==> src/rtl/aud_pkg.sv <==
// Shared types and constants for the audio playback path.
// The DAC serialiser's state encoding lives here so that every consumer sees one definition.
package aud_pkg;

    localparam int SAMPLE_W       = 16;
    localparam int I2S_LEAD_BCLKS = 1;

    typedef enum logic [2:0] {
        S_IDLE,
        S_WAIT,
        S_LEAD,
        S_SHIFT,
        S_PAD
    } dac_state_t;

endpackage

==> src/rtl/aud_dac_player_if.sv <==
// Sample handshake between the SRAM manager (master) and the DAC player (slave).
interface aud_dac_player_if import aud_pkg::*; #(
    parameter int DATA_W = SAMPLE_W
);

    logic signed [DATA_W-1:0] dat;
    logic                     valid;
    logic                     ready;

    modport master (output dat, output valid, input ready);
    modport slave  (input dat, input valid, output ready);

endinterface

==> src/rtl/aud_edge_sync.sv <==
// Brings an asynchronous codec clock pin into i_clk and emits registered
// one-cycle rise/fall strobes, SYNC_STAGES+1 cycles after the pin edge.
module aud_edge_sync #(
    parameter int SYNC_STAGES = 2
) (
    input  logic i_clk,
    input  logic i_rst,
    input  logic i_pin,
    output logic o_rise,
    output logic o_fall
);

    logic [SYNC_STAGES-1:0] r_sync;
    logic                   r_prev;
    logic                   r_rise;
    logic                   r_fall;
    logic                   w_level;

    assign w_level = r_sync[SYNC_STAGES-1];

    always_ff @(posedge i_clk or negedge i_rst) begin
        if (!i_rst) begin
            r_sync <= '0;
            r_prev <= 1'b0;
            r_rise <= 1'b0;
            r_fall <= 1'b0;
        end else begin
            r_sync <= (r_sync << 1) | SYNC_STAGES'(i_pin);
            r_prev <= w_level;
            r_rise <= w_level & ~r_prev;
            r_fall <= ~w_level & r_prev;
        end
    end

    assign o_rise = r_rise;
    assign o_fall = r_fall;

endmodule

==> src/rtl/aud_dac_player.sv <==
// I2S playback serialiser: one-entry sample buffer fed over a valid/ready handshake,
// each sample sent MSB-first in both the left and right slot (mono), codec is clock master.
module aud_dac_player import aud_pkg::*; #(
    parameter int DATA_W      = SAMPLE_W,
    parameter int SYNC_STAGES = 2
) (
    input  logic                   i_clk,
    input  logic                   i_rst,
    input  logic                   i_en,
    input  logic                   i_aud_bclk,
    input  logic                   i_aud_daclrck,
    aud_dac_player_if.slave        sram,
    output logic                   o_aud_dacdat,
    output logic                   o_frame,
    output logic                   o_underrun
);

    localparam int CNT_W = $clog2(DATA_W) + 1;

    dac_state_t               r_state;
    logic signed [DATA_W-1:0] r_buf;
    logic                     r_buf_full;
    logic signed [DATA_W-1:0] r_play;
    logic signed [DATA_W-1:0] r_shreg;
    logic [CNT_W-1:0]         r_bit_cnt;
    logic                     r_dacdat;
    logic                     r_ready;
    logic                     r_frame;
    logic                     r_underrun;

    logic                     w_bclk_fall;
    logic                     w_bclk_rise_unused;
    logic                     w_lr_fall;
    logic                     w_lr_rise;
    logic                     w_in_play;
    logic                     w_accept;
    logic                     w_consume;
    logic                     w_buf_full_nxt;
    logic signed [DATA_W-1:0] w_new_play;

    aud_edge_sync #(.SYNC_STAGES(SYNC_STAGES)) u_sync_bclk (
        .i_clk  (i_clk),
        .i_rst  (i_rst),
        .i_pin  (i_aud_bclk),
        .o_rise (w_bclk_rise_unused),
        .o_fall (w_bclk_fall)
    );

    aud_edge_sync #(.SYNC_STAGES(SYNC_STAGES)) u_sync_lrck (
        .i_clk  (i_clk),
        .i_rst  (i_rst),
        .i_pin  (i_aud_daclrck),
        .o_rise (w_lr_rise),
        .o_fall (w_lr_fall)
    );

    assign w_in_play  = (r_state == S_WAIT) || (r_state == S_LEAD) ||
                        (r_state == S_SHIFT) || (r_state == S_PAD);
    assign w_accept   = sram.valid && r_ready;
    // A left-slot start drains the buffer; an accept in that same cycle refills it for the next frame.
    assign w_consume  = w_lr_fall && w_in_play && r_buf_full;
    assign w_buf_full_nxt = i_en && (w_accept || (r_buf_full && !w_consume));
    assign w_new_play = r_buf_full ? r_buf : '0;

    always_ff @(posedge i_clk or negedge i_rst) begin
        if (!i_rst) begin
            r_state    <= S_IDLE;
            r_buf      <= '0;
            r_buf_full <= 1'b0;
            r_play     <= '0;
            r_shreg    <= '0;
            r_bit_cnt  <= '0;
            r_dacdat   <= 1'b0;
            r_ready    <= 1'b0;
            r_frame    <= 1'b0;
            r_underrun <= 1'b0;
        end else begin
            r_frame    <= 1'b0;
            r_underrun <= 1'b0;
            r_buf_full <= w_buf_full_nxt;
            r_ready    <= i_en && !w_buf_full_nxt;
            if (w_accept && i_en) begin
                r_buf <= sram.dat;
            end

            if (!i_en) begin
                r_state   <= S_IDLE;
                r_dacdat  <= 1'b0;
                r_bit_cnt <= '0;
            end else begin
                case (r_state)
                    S_IDLE: begin
                        r_dacdat <= 1'b0;
                        r_state  <= S_WAIT;
                    end
                    S_WAIT, S_LEAD, S_SHIFT, S_PAD: begin
                        // LRCK edges win over a coincident BCLK fall: that fall is lead edge 0.
                        if (w_lr_fall) begin
                            r_play     <= w_new_play;
                            r_shreg    <= w_new_play;
                            r_underrun <= !r_buf_full;
                            r_frame    <= 1'b1;
                            r_dacdat   <= 1'b0;
                            r_bit_cnt  <= '0;
                            r_state    <= S_LEAD;
                        end else if (r_state == S_WAIT) begin
                            r_dacdat <= 1'b0;
                        end else if (w_lr_rise) begin
                            r_shreg   <= r_play;
                            r_dacdat  <= 1'b0;
                            r_bit_cnt <= '0;
                            r_state   <= S_LEAD;
                        end else if (w_bclk_fall) begin
                            case (r_state)
                                S_LEAD: begin
                                    if (r_bit_cnt == CNT_W'(I2S_LEAD_BCLKS - 1)) begin
                                        r_dacdat  <= r_shreg[DATA_W-1];
                                        r_shreg   <= r_shreg << 1;
                                        r_bit_cnt <= '0;
                                        r_state   <= S_SHIFT;
                                    end else begin
                                        r_dacdat  <= 1'b0;
                                        r_bit_cnt <= r_bit_cnt + 1'b1;
                                    end
                                end
                                S_SHIFT: begin
                                    if (r_bit_cnt == CNT_W'(DATA_W - 1)) begin
                                        r_dacdat <= 1'b0;
                                        r_state  <= S_PAD;
                                    end else begin
                                        r_dacdat  <= r_shreg[DATA_W-1];
                                        r_shreg   <= r_shreg << 1;
                                        r_bit_cnt <= r_bit_cnt + 1'b1;
                                    end
                                end
                                default: begin
                                    r_dacdat <= 1'b0;
                                end
                            endcase
                        end
                    end
                    default: begin
                        r_dacdat <= 1'b0;
                        r_state  <= S_IDLE;
                    end
                endcase
            end
        end
    end

    assign sram.ready   = r_ready;
    assign o_aud_dacdat = r_dacdat;
    assign o_frame      = r_frame;
    assign o_underrun   = r_underrun;

endmodule
==> src/flat_wrapper.sv <==
// flat-port wrapper written by rule: the top's interface ports become plain ports
module aud_dac_player_flat import aud_pkg::*;
#(
    parameter int DATA_W      = SAMPLE_W,
    parameter int SYNC_STAGES = 2
)
  (i_clk, i_rst, i_en, i_aud_bclk, i_aud_daclrck, o_aud_dacdat, o_frame, o_underrun, sram_dat, sram_valid, sram_ready);
  aud_dac_player_if #(.DATA_W(DATA_W)) sram_i ();
  input  logic i_clk;
  input  logic i_rst;
  input  logic i_en;
  input  logic i_aud_bclk;
  input  logic i_aud_daclrck;
  output logic o_aud_dacdat;
  output logic o_frame;
  output logic o_underrun;
  input wire logic [$bits(sram_i.dat)-1:0] sram_dat;
  input wire logic [$bits(sram_i.valid)-1:0] sram_valid;
  output wire logic [$bits(sram_i.ready)-1:0] sram_ready;
  assign sram_i.dat = sram_dat;
  assign sram_i.valid = sram_valid;
  assign sram_ready = sram_i.ready;
  aud_dac_player #(.DATA_W(DATA_W), .SYNC_STAGES(SYNC_STAGES)) u_core (.i_clk(i_clk), .i_rst(i_rst), .i_en(i_en), .i_aud_bclk(i_aud_bclk), .i_aud_daclrck(i_aud_daclrck), .sram(sram_i), .o_aud_dacdat(o_aud_dacdat), .o_frame(o_frame), .o_underrun(o_underrun));
endmodule
==> config.mk <==
export PLATFORM = sky130hd
export DESIGN_NAME = aud_dac_player_flat
export DESIGN_NICKNAME = d
export VERILOG_FILES = /design/src/rtl/aud_pkg.sv /design/src/rtl/aud_dac_player_if.sv /design/src/rtl/aud_edge_sync.sv /design/src/rtl/aud_dac_player.sv /design/src/flat_wrapper.sv
export SDC_FILE = /design/constraint.sdc
export NUM_CORES = 1
export LEC_CHECK = 0
export CAP_MARGIN = 10
export CORE_UTILIZATION = 52
export DETAILED_ROUTE_END_ITERATION = 6
export PLACE_DENSITY = 0.85
export REMOVE_ABC_BUFFERS = 1
export SLEW_MARGIN = 30
export SYNTH_ARGS = -nofsm -noshare
export SYNTH_HDL_FRONTEND = slang
export SYNTH_HIERARCHICAL = 1
export SYNTH_SLANG_ARGS = --single-unit
==> constraint.sdc <==
create_clock -name i_clk -period 2.13 [get_ports i_clk]
set_input_delay 0.5325 -clock i_clk [delete_from_list [all_inputs] [get_ports i_clk]]
set_output_delay 0.5325 -clock i_clk [all_outputs]
set_load 0.05 [all_outputs]
# ---- Word level (Yosys, flattened, before mapping)
# Cells that the tools add are included.
# W data, S select, Z words.
dict set report op_classes {
  addsub 1
  n_eq_ne 19
  n_mux 41
  bitwise_logic 8
  n_reduce_logical 23
}
# cell n
set op_table {}
lappend op_table {{$mux W16} 7}
lappend op_table {{$mux W5} 8}
lappend op_table {{$pmux W16 S2} 1}
lappend op_table {{$mux W3} 7}
lappend op_table {{$mux W1} 14}
lappend op_table {{$ne A4 B4 Y1 const B} 3}
lappend op_table {{$ne A6 B6 Y1 const B} 2}
lappend op_table {{$pmux W3 S2} 2}
lappend op_table {{$ne A5 B5 Y1 const B} 2}
lappend op_table {{$pmux W5 S2} 1}
lappend op_table {{$reduce_and A5 Y1} 2}
lappend op_table {{$logic_and A1 B1 Y1} 7}
lappend op_table {{$reduce_and A7 Y1} 1}
lappend op_table {{$eq A3 B2 Y1 const B} 2}
lappend op_table {{$ne A6 B4 Y1 const B} 1}
lappend op_table {{$ne A6 B5 Y1 const B} 1}
lappend op_table {{$add A5 B1 Y5 const B} 1}
lappend op_table {{$eq A5 B4 Y1 const B} 1}
lappend op_table {{$logic_not A5 Y1} 1}
lappend op_table {{$ne A5 B1 Y1 const B} 1}
lappend op_table {{$logic_or A1 B1 Y1} 4}
lappend op_table {{$ne A4 B1 Y1 const B} 1}
lappend op_table {{$or A2 B1 Y2} 2}
lappend op_table {{$reduce_bool A4 Y1} 1}
lappend op_table {{13 further kinds} 19}
dict set report word_totals {
  regBits 70
  in_bits 22
  out_inout_bits 4
}

# ---- Depth between registers and ports, before layout
dict set report logic_depth {
  ltp_word 12
  mapped_depth 9
  depth_no_buf 8
}

# ---- By module
# Netlist, hierarchy kept.
# mod instances cells_per_inst area_each_um2
set modules_own_cells {}
lappend modules_own_cells {aud_dac_player 1 284 3040.4}
lappend modules_own_cells {aud_edge_sync 2 7 140.1}

# ---- Worst setup path after synthesis
# Ideal clock, no wire load.
dict set report synth_path {
  path_type {register to register}
  from {register u_core.r_bit_cnt[0]}
  to {register u_core.r_state[2]}
  arrival_time_ps 1870
  required_time_ps 2009
  slack_ps 140
  path_stages_with_launch 9
  n_path_buf 0
  period_less_slack_ps 1990
  cell_sequence {dfrtp_1 -> ha_1 -> and3_1 -> ha_1 -> and4b_1 -> a311oi_1 -> o21ai_0 -> a32oi_1 -> nor2_1}
}
dict set report synth_between {
  elab_chain_cells 3
  elab_cells_between_ends 5
  cone_classes {eq/ne (3); reduce/logical (2)}
}
# element line_no
set synth_lines {}
lappend synth_lines {{start: declaration} aud_dac_player.sv:25} ;# logic [CNT_W-1:0] r_bit_cnt;
lappend synth_lines {{start signal: assignment} aud_dac_player.sv:123} ;# r_bit_cnt <= r_bit_cnt + 1'b1;
lappend synth_lines {{start signal: assignment} aud_dac_player.sv:133} ;# r_bit_cnt <= r_bit_cnt + 1'b1;
lappend synth_lines {{$eq A5 B4 Y1 or $logic_not A5 Y1 (tied branches)} {aud_dac_player.sv:127, aud_dac_player.sv:116}}
lappend synth_lines {{$ne A6 B6 Y1 (no source line)} --}
lappend synth_lines {{$reduce_and A5 Y1 (no source line) *} --}
lappend synth_lines {{end signal: assignment} aud_dac_player.sv:120} ;# r_state <= S_SHIFT;
lappend synth_lines {{end signal: assignment} aud_dac_player.sv:129} ;# r_state <= S_PAD;
lappend synth_lines {{end signal: assignment} aud_dac_player.sv:144} ;# r_state <= S_IDLE;
lappend synth_lines {{end: declaration} aud_dac_player.sv:20} ;# dac_state_t r_state;
# Every way passes the cells marked *; elsewhere a longest branch is shown, timed or not.
# A chain may end at the register's enable or synchronous reset.

# ---- Final worst setup path
dict set report layout_path {
  from {register u_core.r_ready (netlist: u_core/sram.ready)}
  to {output port sram_ready}
}
# element line_no
set layout_lines {}
lappend layout_lines {{start: declaration} aud_dac_player.sv:27} ;# logic r_ready;
lappend layout_lines {{start signal: assignment} aud_dac_player.sv:81} ;# r_ready <= i_en && !w_buf_full_nxt;
lappend layout_lines {{end: declaration} flat_wrapper.sv:19} ;# output wire logic [$bits(sram_i.ready)-1:0] sram_ready;
# No word-level cell between the ends.

==> metrics.log <==
[metrics] final period utilization: around 96%
[metrics] post-layout net count: 360
[metrics] count of standard-cell rows: 28
[metrics] Remaining Overflow, GRT: 0
[metrics] num ports: 26
[metrics] final estimated routing congestion in global placement: slightly above 0.9
[metrics] Die Span X: 81.5 µm
[metrics] Buf/Inv on CP: 1
[metrics] clock net sink count: 70
[metrics] startpoint of the worst register-to-register path: u_core/r_bit_cnt[0]
[metrics] data arrival time of the critical path: 1.52 ns
[metrics] post-CTS clock slew at the launch and capture registers of the worst setup and hold paths: roughly 0.080 ns
[metrics] die span in y: between 80 and 90 µm
[metrics] fmax: about 0.49 GHz
[metrics] post-synthesis area per instance: 11.1 µm²
[metrics] static leakage: about 0.0017 µW
[metrics] overall die area: approximately 6600 µm²
[metrics] gate family responsible for the most delay along the worst path: buffers and inverters
[metrics] Placed Instances: about 390
[metrics] RSZ-0062 raised after global routing: no
[metrics] maximum fanout along the worst path: 3
[metrics] transition time of the tightest slew-check pin: 0.778 ns
[metrics] result of the run: completed
[metrics] path class of the lowest-slack min-delay path: in -> async
[metrics] routed length per instance: roughly 17 µm
[metrics] number of remaining DRC errors: 0
[metrics] setup tns final: 0 ns
[metrics] area added between synthesis and finish: 20.0%
[metrics] pins over their slew limit: 0
[metrics] final setup violation count: 0
[metrics] number of antenna-violating nets in the routed design: 0
[metrics] sum of internal, switching and leakage power: approximately 3700 µW
[metrics] Final Hold Vio Count: 0
[metrics] Avg Vias per Cell: 5.82
[metrics] clock tree from TritonCTS: yes
[metrics] number of violations reported at the end of detailed-routing iteration 0: 216
[metrics] final non-filler cell total: about 420
[metrics] effective utilization at floorplan: ~55%
[metrics] Pre-Repair DR Iteration Count: 5
[metrics] level count of the clock H-tree: 3
[metrics] Routed Wire Length: a little under 7000 µm
[metrics] pin count of the biggest net entering global routing: 56
[metrics] maximum buffer depth of the clock tree: 2
[metrics] clock root buffer: clkbuf_8
[metrics] total CTS buffers: 9
[metrics] final period demand of the worst path: 2.05 ns
[metrics] Antenna Cells: 0
[metrics] share of post-route cells with drive strength above 1: ~25%
[metrics] largest voltage drop on the vdd net: 0.000574 V
[metrics] worst r2r dst: u_core/r_state[2]
[metrics] data required time at the worst endpoint: ~1.6 ns
[metrics] total of warnings raised by yosys: 6
[metrics] Core Box Area: ~6000 µm²
[metrics] cell with the largest stage delay on the worst path: clkdlybuf4s50_1
[metrics] slack of the worst reg-to-reg path: about 0.11 ns
[metrics] global-route wire length before repair: approximately 11000 µm
[metrics] CP Cell Sequence: clkdlybuf4s50_1
[metrics] CP endpoint kind: output port
[metrics] Post-Synthesis Cell Area: about 3300 µm²
[metrics] antenna violations before repair: 0
[metrics] vias after detailed routing: 2417
[metrics] worst reg2reg path depth: 8
[metrics] via count of the first global-routing pass: ~2200
[metrics] hold buffer count at CTS: 0
[metrics] smallest hold slack: ~0.1 ns
[metrics] kind of critical path: reg -> out
[metrics] largest clock skew in the final design: 0.0105 ns
[metrics] clock latency on the worst-skew pair: around 0.34 ns
[metrics] stage delay of the slowest cell on the critical path: 0.81 ns
[metrics] relative slew slack: just under 50%
[metrics] count of buffers inserted at the top-level ports: 25
[metrics] Power Density: around 940 nW/µm²
[metrics] final instance area: between 3000 and 4000 µm²
[metrics] cell count after synthesis: approximately 300
[metrics] total of max-cap violations: 0
[metrics] detailed placement HPWL: about 4000 µm
[metrics] total global-route track usage: between 20% and 30%
[metrics] Setup crit start kind: flip-flop
[metrics] cell area reported after detailed placement: 3640 µm²
-- per-stage QoR --
step | setup WS (ns) | util (%)
after floorplan | 0.0437 | -
after global placement | 0.0831 | 60.4
after detailed placement | 0.0206 | 60.4
after CTS | 0.0251 | 63.9
after global routing | 0.00227 | 65.5
final | 0.0788 | 65.5
-- registers in the layout, indices dropped and copies added (netlist names) --
signal,flops
u_core/r_state,3
u_core/r_buf,16
u_core/r_play,16
u_core/u_sync_lrck/r_sync,2
u_core/r_shreg,16
u_core/o_underrun,1
u_core/u_sync_lrck/o_rise,1
u_core/r_buf_full,1
u_core/u_sync_bclk/r_prev,1
u_core/u_sync_lrck/r_prev,1
u_core/sram.ready,1
u_core/u_sync_lrck/o_fall,1
u_core/u_sync_bclk/r_sync,2
u_core/r_bit_cnt,5
u_core/o_frame,1
u_core/o_aud_dacdat,1
u_core/u_sync_bclk/o_fall,1
-- layout make-up --
type	count	area, µm²
clock inverter	5	56.3
sequential	70	1750
multi-input combinational	200	1420
clock buffer	11	151
tap	75	93.8
timing repair buffer	46	444
fill	452	2080
inverter	8	30.0
-- cell usage in the layout, fill, tap and decap left out, types with 2 or more instances in the layout --
master           instances
dfrtp_1                 70
a31oi_1                  2
ha_2                     2
nand2_1                 41
o21ai_0                 21
nand3_1                  9
a211oi_1                15
mux2_2                  22
clkinv_2                 2
inv_1                    8
buf_4                   17
and2b_2                  2
nor2_1                   8
nor2b_1                 17
a21o_1                   2
buf_12                   3
o31ai_1                  2
mux2_4                  10
clkbuf_8                11
a21oi_1                 18
clkdlybuf4s50_1         24
-- power by group --
group	internal (µW)	switching, µW
Combinational	477	354
Sequential	1600	174
Clock	605	498
Total	2680	1030
-- worst max-delay path by stage --
stage,cells past startpoint,startpoint,end
CTS,8,u_core/r_bit_cnt[0],u_core/r_state[2]
global placement,8,u_core/r_bit_cnt[1],u_core/r_state[2]
floorplan,5,u_core/u_sync_lrck/o_fall,u_core/r_bit_cnt[0]
finish,1,u_core/sram.ready,sram_ready
global route,9,u_core/r_bit_cnt[0],u_core/r_shreg[7]
detailed placement,8,u_core/r_bit_cnt[0],u_core/r_state[2]
-- routing by layer --
| layer | track usage [%] | share of wire, % | up-vias |
|---|---|---|---|
| met5 | 0 | 0 | - |
| met4 | 11.6 | 2.2 | 0 |
| met3 | 3.89 | 4.0 | 21 |
| met2 | 33.8 | 49 | 83 |
| met1 | 30.0 | 44 | 1191 |
| li1 | - | - | 1122 |
-- repair_timing --
item                                    4_1_cts  5_1_grt
cloned                                        0        1
hold endpoints to repair                      0        0
endpoints found under the setup margin        1       22
gates resized for setup                       1        6
pin swaps                                     0        2
buffers inserted                              0        7
No activity file was read; power rests on OpenSTA's default activity.
